File: config.mk
export PLATFORM = sky130hd
export DESIGN_NAME = spad_tile_reader
export DESIGN_NICKNAME = d
export VERILOG_FILES = /design/src/rtl/mpu_pkg.sv /design/src/rtl/spad_tile_reader_vec_fifo2.sv /design/src/rtl/spad_tile_reader.sv
export SDC_FILE = /design/constraint.sdc
export NUM_CORES = 1
export LEC_CHECK = 0
export ABC_CLOCK_PERIOD_IN_PS = 8200
export CAP_MARGIN = 20
export CORE_UTILIZATION = 50
export CTS_BUF_LIST = sky130_fd_sc_hd__clkbuf_4
export DETAILED_ROUTE_END_ITERATION = 16
export PLACE_DENSITY = 0.72
export SYNTH_ARGS = -nofsm -noshare
export SYNTH_HDL_FRONTEND = slang
export SYNTH_SLANG_ARGS = --single-unit
File: constraint.sdc
create_clock -name clk -period 8.2 [get_ports clk]
set_input_delay 1.64 -clock clk [delete_from_list [all_inputs] [get_ports clk]]
set_output_delay 1.64 -clock clk [all_outputs]
set_load 0.01 [all_outputs]
File: src/rtl/mpu_pkg.sv
// mpu_pkg: shared constants and types for the matrix unit operand path.
// Used by the scratchpad tile reader and its output FIFO.
package mpu_pkg;
    localparam int DEF_LANES  = 4;
    localparam int DEF_ADDR_W = 16;

    typedef enum logic [1:0] {
        IDLE,
        RUN,
        DRAIN
    } rd_state_t;

    typedef logic [DEF_LANES-1:0][7:0] lane_vec_t;
endpackage

File: src/rtl/spad_tile_reader_vec_fifo2.sv
// vec_fifo2: two-entry valid/ready FIFO for packed vectors.
// Carries vector data plus end-of-row and end-of-tile flags.
module vec_fifo2
    import mpu_pkg::*;
#(
    parameter int W = 32
) (
    input  logic         clk,
    input  logic         rst,
    input  logic         i_push,
    input  logic [W-1:0] i_data,
    input  logic         i_eor,
    input  logic         i_last,
    input  logic         i_pop,
    output logic         o_valid,
    output logic [W-1:0] o_data,
    output logic         o_eor,
    output logic         o_last,
    output logic [1:0]   o_cnt
);
    logic [W+1:0] r_mem [2];
    logic         r_wr;
    logic         r_rd;
    logic [1:0]   r_cnt;
    logic         w_pop;

    assign o_valid = (r_cnt != 2'd0);
    assign w_pop   = i_pop & o_valid;
    assign o_cnt   = r_cnt;
    assign {o_eor, o_last, o_data} = r_mem[r_rd];

    always_ff @(posedge clk) begin
        if (!rst) begin
            r_mem[0] <= '0;
            r_mem[1] <= '0;
            r_wr     <= 1'b0;
            r_rd     <= 1'b0;
            r_cnt    <= 2'd0;
        end else begin
            if (i_push) begin
                r_mem[r_wr] <= {i_eor, i_last, i_data};
                r_wr        <= ~r_wr;
            end
            if (w_pop)
                r_rd <= ~r_rd;
            r_cnt <= r_cnt + {1'b0, i_push} - {1'b0, w_pop};
        end
    end
endmodule

File: src/rtl/spad_tile_reader.sv
// spad_tile_reader: streams an int8 tile from scratchpad into LANES-wide vectors.
// Define SPAD_TILE_READER_PERF_EN to add the stall_cycles counter port.
module spad_tile_reader
    import mpu_pkg::*;
#(
    parameter int LANES  = DEF_LANES,
    parameter int ADDR_W = DEF_ADDR_W
) (
    input  logic                 clk,
    input  logic                 rst,
    input  logic                 start,
    input  logic [ADDR_W-1:0]    base_addr,
    input  logic [ADDR_W-1:0]    stride,
    input  logic [7:0]           rows,
    input  logic [7:0]           cols,
    output logic                 busy,
    output logic                 done,
    output logic [ADDR_W-1:0]    spad_addr,
    input  logic [7:0]           spad_dout,
    output logic                 vec_valid,
    input  logic                 vec_ready,
    output logic [8*LANES-1:0]   vec_data,
    output logic                 vec_eor,
    output logic                 vec_last
`ifdef SPAD_TILE_READER_PERF_EN
    ,
    output logic [31:0]          stall_cycles
`endif
);
    localparam int LW = $clog2(LANES);

    rd_state_t                r_state;
    logic [ADDR_W-1:0]        r_row_base;
    logic [ADDR_W-1:0]        r_stride;
    logic [7:0]               r_rows;
    logic [7:0]               r_cols;
    logic [7:0]               r_col;
    logic [7:0]               r_row;
    logic                     r_iss;
    logic                     r_rd_vld;
    logic                     r_rd_eov;
    logic                     r_rd_eor;
    logic                     r_rd_last;
    logic [LW-1:0]            r_rd_lane;
    logic [LANES-1:0][7:0]    r_pack;

    logic [LANES-1:0][7:0]    w_vec;
    logic                     w_eor;
    logic                     w_lrow;
    logic                     w_last;
    logic [LW-1:0]            w_lane;
    logic                     w_eov;
    logic [1:0]               w_inflt;
    logic [1:0]               w_cnt;
    logic                     w_can_issue;
    logic                     w_push;
    logic                     w_pop;
    logic [7:0]               w_nxt_col;
    logic [7:0]               w_nxt_row;
    logic [ADDR_W-1:0]        w_nxt_base;
    logic [ADDR_W-1:0]        w_nxt_addr;

    // Flags of the element currently presented on spad_addr.
    assign w_eor  = (r_col == r_cols - 8'd1);
    assign w_lrow = (r_row == r_rows - 8'd1);
    assign w_last = w_eor & w_lrow;
    assign w_lane = r_col[LW-1:0];
    assign w_eov  = (&w_lane) | w_eor;

    // Vectors already promised to the FIFO by bytes still on their way back.
    assign w_inflt     = {1'b0, r_iss & w_eov} + {1'b0, r_rd_vld & r_rd_eov};
    assign w_can_issue = ({1'b0, w_cnt} + {1'b0, w_inflt}) < 3'd2;
    assign w_push      = r_rd_vld & r_rd_eov;
    assign w_pop       = vec_valid & vec_ready;

    always_comb begin
        w_vec            = r_pack;
        w_vec[r_rd_lane] = spad_dout;
    end

    always_comb begin
        w_nxt_col  = r_col + 8'd1;
        w_nxt_row  = r_row;
        w_nxt_base = r_row_base;
        if (w_eor) begin
            w_nxt_col  = 8'd0;
            w_nxt_row  = r_row + 8'd1;
            w_nxt_base = r_row_base + r_stride;
        end
    end

    assign w_nxt_addr = w_nxt_base + ADDR_W'(w_nxt_col);

    always_ff @(posedge clk) begin
        if (!rst) begin
            r_state    <= IDLE;
            busy       <= 1'b0;
            done       <= 1'b0;
            spad_addr  <= '0;
            r_row_base <= '0;
            r_stride   <= '0;
            r_rows     <= 8'd0;
            r_cols     <= 8'd0;
            r_col      <= 8'd0;
            r_row      <= 8'd0;
            r_iss      <= 1'b0;
            r_rd_vld   <= 1'b0;
            r_rd_eov   <= 1'b0;
            r_rd_eor   <= 1'b0;
            r_rd_last  <= 1'b0;
            r_rd_lane  <= '0;
            r_pack     <= '0;
        end else begin
            done      <= 1'b0;
            r_rd_vld  <= r_iss;
            r_rd_eov  <= w_eov;
            r_rd_eor  <= w_eor;
            r_rd_last <= w_last;
            r_rd_lane <= w_lane;
            if (w_push)
                r_pack <= '0;
            else if (r_rd_vld)
                r_pack <= w_vec;

            unique case (r_state)
                IDLE: begin
                    r_iss <= 1'b0;
                    if (start) begin
                        if (rows != 8'd0 && cols != 8'd0) begin
                            r_state    <= RUN;
                            busy       <= 1'b1;
                            r_rows     <= rows;
                            r_cols     <= cols;
                            r_stride   <= stride;
                            r_row_base <= base_addr;
                            spad_addr  <= base_addr;
                            r_col      <= 8'd0;
                            r_row      <= 8'd0;
                            r_iss      <= 1'b1;
                        end else begin
                            done <= 1'b1;
                        end
                    end
                end
                RUN: begin
                    if (w_last) begin
                        r_state <= DRAIN;
                        r_iss   <= 1'b0;
                    end else if (w_can_issue) begin
                        r_col      <= w_nxt_col;
                        r_row      <= w_nxt_row;
                        r_row_base <= w_nxt_base;
                        spad_addr  <= w_nxt_addr;
                        r_iss      <= 1'b1;
                    end else begin
                        r_iss <= 1'b0;
                    end
                end
                DRAIN: r_iss <= 1'b0;
                default: begin
                    r_state <= IDLE;
                    r_iss   <= 1'b0;
                end
            endcase

            if (r_state != IDLE && w_pop && vec_last) begin
                r_state <= IDLE;
                busy    <= 1'b0;
                done    <= 1'b1;
            end
        end
    end

    vec_fifo2 #(
        .W (8*LANES)
    ) u_fifo (
        .clk     (clk),
        .rst     (rst),
        .i_push  (w_push),
        .i_data  (w_vec),
        .i_eor   (r_rd_eor),
        .i_last  (r_rd_last),
        .i_pop   (vec_ready),
        .o_valid (vec_valid),
        .o_data  (vec_data),
        .o_eor   (vec_eor),
        .o_last  (vec_last),
        .o_cnt   (w_cnt)
    );

`ifdef SPAD_TILE_READER_PERF_EN
    logic [31:0] r_stall;

    always_ff @(posedge clk) begin
        if (!rst)
            r_stall <= '0;
        else if (r_state == IDLE && start)
            r_stall <= '0;
        else if (r_state != IDLE && vec_valid && !vec_ready && !(&r_stall))
            r_stall <= r_stall + 32'd1;
    end

    assign stall_cycles = r_stall;
`endif
endmodule

==> results of run 1 <==
==> worst min-delay path, delay by kind of cell (launching register included) <==
kind            cells  cell delay (ns)
compound gates      1             0.05
flops               1             0.34
simple gates        1             0.05
==> layout by cell type (no fill, tap or decap), types with 6 or more instances in the layout <==
cell             count
clkbuf_4            17
a21oi_1            104
nand3_1             37
inv_1               18
dfxtp_1            128
clkinv_8             6
mux2i_1             53
nor2b_1              9
edfxtp_1            68
mux2_2              40
ha_1                30
and3_1               8
nor2_1             139
nand2_1            184
nor3_1              20
xnor2_1             26
nand2b_1            10
a31oi_1              7
xor2_1              25
nor4_1               8
clkdlybuf4s50_1    112
o21ai_0             35
and2_1               7
a21o_1               9
buf_4               14
o211ai_1            10
nand3b_1             8
==> state kept, by name (all words and copies together), names as in the netlist, 2 cells and up, named ones only <==
name          flops
r_rows            8
r_row_base       16
u_fifo.o_cnt      2
u_fifo.r_mem     68
r_stride         16
r_row             8
r_pack           32
spad_addr        16
r_cols            8
r_col             8
r_rd_lane         2
r_state           2
==> synth_stat cells (all sizes together) (7+ instances only) <==
cell and n:
nand2 184, nor2 141, dfxtp 128, a21oi 104, edfxtp 68, clkbuf 54, mux2i 53, mux2 40
nand3 37, o21ai 35, ha 30, xnor2 26, xor2 25, buf 21, nor3 21, inv 19
nand2b 10, nor2b 10, o211ai 10, a21o 9, and2 9, nor4 9, and3 8, nand3b 8
a31oi 7
==> routing by layer <==
metal / up-vias / part of all wire / track usage
met4: 0 / 0.023 / 0.0889
li1: 4146 / - / -
met2: 249 / 0.48 / 0.412
met3: 39 / 0.050 / 0.0304
met1: 3913 / 0.44 / 0.312
met5: - / 0 / 0
==> layout make-up <==
cell class	instances	area share
timing repair buffer	127	0.106
sequential	196	0.388
clock buffer	17	0.0108
multi-input combinational	854	0.445
tap	270	0.0285
clock inverter	15	0.0152
inverter	19	0.00601
antenna	1	0.000211
==> power breakdown <==
group	total [mW]	internal [mW]	switching [mW]	leakage [nW]
combinational	0.538	0.257	0.281	2.63
clock	0.528	0.144	0.384	0.163
sequential	1.10	1.06	0.0443	1.75
==> logic make-up after synthesis <==
| group | share of synthesized area |
|---|---|
| and+or+nand+nor | 0.201 |
| AOI/OAI and AO/OA | 0.130 |
| DFF | 0.448 |
| xor gates and xnor gates | 0.0457 |
| muxes | 0.0954 |
| buffers and inverters | 0.0393 |
| adders and majority gates | 0.0404 |
==> worst max path at each step <==
stage	from	to	cells after the start
global placement	rst	u_fifo.r_mem[0][12]	7
global route	r_cols[0]	spad_addr[15]	16
floorplan	r_cols[1]	spad_addr[15]	20
finish	r_cols[0]	spad_addr[15]	16
detailed placement	r_cols[0]	spad_addr[15]	16
CTS	r_cols[0]	spad_addr[15]	16
==> results.toml, run 1 <==
[synthesis]
yosysTopAreaCell = "dfxtp_1"
ys.flop_type = "dfxtp_1"
yosys.area.top_type_share = 0.249
synth_cells = 1144
yosysWarnings = 0
ys_seq_area_frac = 0.448
synth.area.top_cells = "dfxtp_1 (25%), edfxtp_1 (20%), nand2_1 (6.7%)"
ys_async_sr_fraction = 0
ys_seq_elements = 196
synthesis.nets = 1236
synth_edf_count = 68
syn_area_per_cell_um2 = 8.98
synthesis.area_um2 = 10300
ys_types = 73

[grt]
grt_max_degree = 73
gr-total-overflow = 0
antenna_found_initial = 1
grt_use_total = 0.241
first_global_vias = 7863
grt_pass1_wl_mm = 40.5

[clocking]
clk_pin_slew_ns = 0.17
clock-sinks = 196
cts_hold_buf = 0
numCtsBuffers = 17
cts_tree = "yes"
ctsResizeCount = 0
clock_path_buffers = 2
ctsHtreeMaxLevel = 4
cts-root-buf = "clkbuf_4"
worstSkewPairLatency_ns = 0.61
postCtsSetupRepairBufs = 0

[hold_path]
whs_path_depth = 2
hp-start = "r_row_base[15]"
worstHoldPathType = "reg -> reg"
min_to = "r_row_base[15]"

[setup_path]
cp-start-kind = "flop"
cp_data_arrival_time_ns = 5.35
ff2ff_setup_slack_ns = 3.35
worstSetupPathType = "reg -> reg"
r2r-start = "r_cols[0]"
path_buf_inv = 1
path_cells = "inv_1, ha_1, nand2_1, a2111oi_2, and3_1, nand2_1, o21ai_0, ha_1, a21o_1, a21oi_1, o21ai_0, o211a_1, or4_4, and2_4, a31o_1, o221a_1"
end_kind = "flop"
r2r-end = "spad_addr[15]"
slowest_delay_ns = 0.54
path_delay_family = "compound AO/OA/AOI/OAI gates"
slowest_stage = "o21ai_0"
critPathMaxFanout = 14
crit_required_ns = 8.70
r2r_cells = 16

[sta]
rsz0062_at_grt = "no"
tns_ns = 0
fin_ws_ns = 3.35
finalCritPeriodShare = 0.592
hold_viol = 0
relSlewSlack = 0.329
slew_violations = 0
hold_slack_ns = 0.462
post-route-min-period_ns = 4.85
finalSetupViolCount = 0
fin_skew_ns = 0.0263
max_slew.worst_pin.slew_ns = 1.00
max_freq_mhz = 206

[detailed_routing]
avgRoutedWirePerCell_um = 16.7
dr.first_iter.drc_count = 612
vias_per_cell = 5.57
wirelength_mm = 25.0
dr.pass1.iters = 5
post-route-drc-count = 0
drt.antenna.violating_nets = 0
num_vias = 8347

[floorplanning]
die_area_um2 = 21100
rows = 52
core_area_um2 = 20200
io_pins = 113
die_y_um = 145
initial_utilization = 0.510
die_w_um = 145

[power_and_ir_drop]
vdd_ir_drop_max_uv = 88.7
power_mw = 2.17
leakage_nw = 4.54
power.density_nw_per_um2 = 183

[final_layout]
finalInstanceArea_um2 = 11900
post-route-util = 0.588
stdcell_count = 1499
area_delta_synth_final_pct = 15.4
final_nets = 1307
multi_input_comb_area_um2 = 5280
seqCellArea_um2 = 4600
drive_gt1_frac = 0.0871
n_fill_cell = 1808

[place]
place_congestion = 0.931
placedInstanceArea_um2 = 11500
hpwlAfterDp_mm = 17.4
dp_slack_ns = 3.44
port_buffers = 112
post-place-cells = 1465

[run]
drv_cap = 0

[run_status]
status = "complete, no violations"
Power figures use the tool's default switching activity.
==> run 2: changes to the inputs <==
Settings changed: ABC_CLOCK_PERIOD_IN_PS 8200 to 4350, PLACE_DENSITY 0.72 to 0.75.
Clock period 8.2 ns to 4.35 ns, I/O delays scaled along.
==> run 2 against run 1 <==
  * Non-clock buffer count up 11
  * Count of clock-buffer cells in the layout is the same
  * Largest cell class unchanged
  * Register-to-register slack lost 3.1 ns
  * Routed wire length rose by 0.32%
  * Flip-flop and latch count stayed put
  * Die area is the same
  * Combinational power is 93% higher
  * Critical endpoint is now spad_addr[12]
  * Sequential power grew 88%
==> results.toml, run 2 (synthesis results as in run 1) <==
[run_status]
status = "complete, no violations"

[final_layout]
drive_gt1_frac = 0.0993
final_cell_mix = "nand2_1 (184), nor2_1 (139), dfxtp_1 (125), clkdlybuf4s50_1 (112), a21oi_1 (104)"
reg_top3 = "u_fifo.r_mem (68), r_pack (32)"
largest_reg_flops = 68
n_fill_cell = 1800
post-route-util = 0.595
final_common_cell = "nand2_1"
insertedDiodeCount = 0
area_delta_synth_final_pct = 16.7
largest-register = "u_fifo.r_mem"
final_nets = 1318

[clocking]
postCtsSetupRepairBufs = 0
clock-sinks = 196
cts-root-buf = "clkbuf_4"
cts_tree = "yes"
clock_path_buffers = 2
ctsResizeCount = 0
ctsHtreeMaxLevel = 4
worstSkewPairLatency_ns = 0.62
clk_pin_slew_ns = 0.18
numCtsBuffers = 17
cts_hold_buf = 0

[floorplanning]
io_pins = 113
rows = 52
core_area_um2 = 20200
die_area_um2 = 21100
die_y_um = 145
die_w_um = 145
initial_utilization = 0.510

[sta]
max_freq_mhz = 243
fin_skew_ns = 0.0230
max_slew.worst_pin.slew_ns = 0.991
finalCritPeriodShare = 0.944
tns_ns = 0
post-route-min-period_ns = 4.11
slew_violations = 0
rsz0062_at_grt = "no"
finalSetupViolCount = 0
hold_viol = 0
relSlewSlack = 0.337

[detailed_routing]
avgRoutedWirePerCell_um = 16.6
num_vias = 8451
vias_per_cell = 5.60
post-route-drc-count = 0
drt.antenna.violating_nets = 0
dr.pass1.iters = 5
dr.first_iter.drc_count = 503
wirelength_mm = 25.0

[setup_path]
worstSetupPathType = "reg -> reg"
slowest_stage = "fa_1"
path_buf_inv = 1
path_delay_family = "simple AND/OR/NAND/NOR gates"
end_kind = "flop"
path_cells = "inv_1, ha_2, nand2_1, a2111oi_4, nand3_1, nor2_4, mux2_2, ha_1, fa_1, a21o_1, a21oi_1, nor2b_1, nand2_1, nor3_1, nand4bb_1, nor4b_1, o221ai_1, a21oi_1"
cp_data_arrival_time_ns = 4.60
cp-start-kind = "flop"
crit_required_ns = 4.84
slowest_delay_ns = 0.41
critPathMaxFanout = 8

[grt]
grt_pass1_wl_mm = 40.0
antenna_found_initial = 0
gr-total-overflow = 0
grt_use_total = 0.237
first_global_vias = 7911
grt_max_degree = 72

[power_and_ir_drop]
p_comb_frac = 0.251
power.density_nw_per_um2 = 344
leakage_nw = 4.60
seqPwrFrac = 0.502
p_sw_frac = 0.329
pwr-share-clk = 0.247
vdd_ir_drop_max_uv = 192
power_switching_mw = 1.36
p_int_mw = 2.77

[hold_path]
worstHoldPathType = "reg -> reg"

[place]
place_congestion = 0.896
port_buffers = 112
hpwlAfterDp_mm = 17.4

[run]
drv_cap = 0
[run 2: routing by layer]
layer  share of wire  GRT usage  up-vias
li1                -          -     4171
met1            0.44      0.300     4011
met4           0.023     0.0784        0
met3           0.047     0.0429       43
met5               0          0        -
met2            0.49      0.409      226
[run 2: final timing paths]
check                 start            end  slack (ns)  cells after the start
setup / recovery  r_cols[0]  spad_addr[12]        0.24                     18
hold / removal    r_pack[6]      r_pack[6]        0.47                      2
setup reg to reg  r_cols[0]  spad_addr[12]        0.24                     18
hold reg to reg   r_pack[6]      r_pack[6]        0.47                      2
[run 2: layout make-up]
| cell class | count | area [um2] | share of cell area |
|---|---|---|---|
| sequential | 196 | 4610 | 0.384 |
| clock buffer | 17 | 128 | 0.0106 |
| inverter | 19 | 71.3 | 0.00595 |
| clock inverter | 15 | 178 | 0.0148 |
| timing repair buffer | 138 | 1360 | 0.114 |
| multi-input combinational | 854 | 5310 | 0.443 |
| tap | 270 | 338 | 0.0282 |
[run 2: tightest hold or removal path, cell delays in order, from the launching register on]
cell and delay, ns:
dfxtp_1 0.35, nand2_1 0.05, a21oi_1 0.05
[run 2: per-stage QoR]
stage	worst slack (ns)	instances	instance area (um2)	hold WS (ns)	power (mW)
2_1_floorplan	0.0849	1144	10300	0.421	2.73
3_3_place_gp	0.296	1476	11600	0.439	3.12
3_5_place_dp	0.206	1476	11600	0.444	3.13
4_1_cts	0.152	1508	11900	0.467	4.14
5_1_grt	0.0475	1509	12000	0.486	4.32
6_report	0.242	1509	12000	0.466	4.13
[run 2: power by group through the flow]
stage          registers [mW]  clock network (mW)  logic [mW]
2_1_floorplan            2.09                   0       0.643
3_3_place_gp             2.11                   0        1.01
3_5_place_dp             2.11                   0        1.02
4_1_cts                  2.07                1.04        1.03
5_1_grt                  2.08                1.11        1.13
6_report                 2.07                1.02        1.04
==> RTL edit, RTL diff (config.mk and constraints of run 2) <==
Change the package constant `DEF_LANES` from 4 to 16.
--- a/src/rtl/mpu_pkg.sv
+++ b/src/rtl/mpu_pkg.sv
@@ -1,7 +1,7 @@
 // mpu_pkg: shared constants and types for the matrix unit operand path.
 // Used by the scratchpad tile reader and its output FIFO.
 package mpu_pkg;
-    localparam int DEF_LANES  = 4;
+    localparam int DEF_LANES  = 16;
     localparam int DEF_ADDR_W = 16;
 
     typedef enum logic [1:0] {
Interface: changed (resized vec_data); port bits go from 113 to 209. The function was not compared with the original's and may differ.
==> RTL edit against run 2 <==
Routed wire length rose by 120%; design area rose by 120%; total power rose to 2.7 times the old value; global-route usage rose by 0.65 points; synthesized cell count rose by 91%; sequential cell count rose by 290; area after synthesis rose by 120%; count of clock-buffer cells in the layout rose by 193; setup slack got worse by 0.049 ns.
==> RTL edit: results (changes against run 2) <==
synthMuxAreaShare_pct: 14.7  # was 9.54%
antenna_found_initial: 1  # was 0
synth-compound-area-share_pct: 7.10  # was 13.0%
grt_pass1_wl_um: 87100  # was 40000 um
finClkSkew_ns: 0.0433  # was 0.0230 ns
drive_gt1_share_pct: 17.9  # was 9.93%
grt_max_degree: 131  # was 72
nNetsFinal: 2504  # was 1318
port-buffer-count: 208  # was 112
slew_headroom_pct: 37.4  # was 33.7%
rrSetupSlack_ns: 0.19  # was 0.24 ns
regToRegStartpoint: "r_cols[1]$_SDFFE_PN0P_"  # was r_cols[0]$_SDFFE_PN0P_
grt_pass1_vias: 16600  # was 7911
hold_path_end: "r_pack[1]$_SDFFE_PP0P_"  # was r_pack[6]$_SDFFE_PP0P_
clk_pin_slew_ns: 0.07  # was 0.18 ns
clock_path_buffers: 3  # was 2
drtIter0Drc: 1073  # was 503
rr_worst_depth: 19  # was 18
ir_drop_mv: 0.197  # was 0.192 mV
top_regs: "u_fifo.r_mem: 260 flops, r_pack: 128 flops"  # was u_fifo.r_mem: 68 flops, r_pack: 32 flops
multiInputGateArea_mm2: 0.00952  # was 0.00531 mm2
dp.cells: 2878  # was 1476
synth_adder_area_share_pct: 1.86  # was 4.04%
drt_wl_total_um: 55600  # was 25000 um
dpl.hpwl_um: 34500  # was 17400 um
numCtsBuffers: 121  # was 17
synth_cell_type_count: 64  # was 73
crit_path_max_fanout: 21  # was 8
synth.net_count: 2275  # was 1236
power.share.clock_pct: 36.0  # was 24.7%
p_leak_nw: 9.99  # was 4.60 nW
status: "finished, final reports clean"  # unchanged
grtUsageTotal_pct: 24.4  # was 23.7%
ys.flop_type: "edfxtp_1"  # was dfxtp_1
[RTL edit: cell count changes after synthesis, sizes merged, moves of 9 or more]
cell / run 2 / this run
mux2: 40 / 132
clkbuf: 54 / 143
nand3: 37 / 113
nor2: 141 / 383
buf: 21 / 12
a21oi: 104 / 163
edfxtp: 68 / 260
nand2: 184 / 250
mux2i: 53 / 181
dfxtp: 128 / 226
[RTL edit: layout make-up]
type / instances / share of cell area (%)
sequential: 486 / 45.9
multi-input combinational: 1516 / 35.4
timing repair buffer: 261 / 9.39
clock buffer: 210 / 5.86
tap: 592 / 2.75
inverter: 26 / 0.363
clock inverter: 22 / 0.353
antenna: 1 / 0.00930
[RTL edit: repair_timing]
action / 4_1_cts / 5_1_grt
setup endpoints to repair: 0 / 9
buffers inserted: 0 / 2
gates resized for setup: 0 / 15
[RTL edit: through the flow]
stage	total power, mW	TNS [ns]
6_report	11.1	0
5_1_grt	11.6	-0.0216
3_3_place_gp	7.17	0
3_5_place_dp	7.18	0
2_1_floorplan	6.27	0
4_1_cts	11.2	0
[RTL edit: critical path: stages (launching register included)]
cell and delay, ns:
dfxtp_4 0.36, inv_1 0.09, ha_4 0.16, nand2_1 0.05, or4_4 0.45, a211oi_4 0.35
buf_8 0.24, nor2_1 0.07, ha_1 0.24, fa_1 0.42, a21o_1 0.17, a21oi_1 0.19
nand2b_1 0.20, nor3_2 0.05, mux2i_1 0.23, a31oi_2 0.17, buf_4 0.17, xnor2_1 0.11
o21ai_0 0.17, a21oi_1 0.09
[RTL edit: worst max path at each step]
stage	from	end	slack, ns
4_1_cts	r_cols[1]$_SDFFE_PN0P_	spad_addr[14]$_SDFFE_PN0P_	0.04
3_5_place_dp	r_cols[1]$_SDFFE_PN0P_	spad_addr[14]$_SDFFE_PN0P_	0.09
5_1_grt	r_cols[1]$_SDFFE_PN0P_	spad_addr[8]$_SDFFE_PN0P_	-0.02
6_report	r_cols[1]$_SDFFE_PN0P_	spad_addr[8]$_SDFFE_PN0P_	0.19
3_3_place_gp	r_cols[1]$_SDFFE_PN0P_	spad_addr[15]$_SDFFE_PN0P_	0.22
2_1_floorplan	r_cols[0]$_SDFFE_PN0P_	spad_addr[15]$_SDFFE_PN0P_	0.01
[RTL edit: cell families (layout without fill, tap and decap cells)]
| family | Yosys count | in the layout |
|---|---|---|
| muxes | 313 | 313 |
| other | 0 | 1 |
| and+or+nand+nor | 852 | 852 |
| xor gates and xnor gates | 49 | 49 |
| DFF | 486 | 486 |
| AOI/OAI and AO/OA | 270 | 270 |
| adders and majority gates | 32 | 32 |
| buffers and inverters | 181 | 519 |
[RTL edit: layer usage]
metal	share of wire, %	GRT usage (%)	routed length, um
met5	0	0	0
met1	43	32.0	24200
met3	6.8	4.79	3760
met4	2.4	9.90	1350
met2	47	39.5	26300
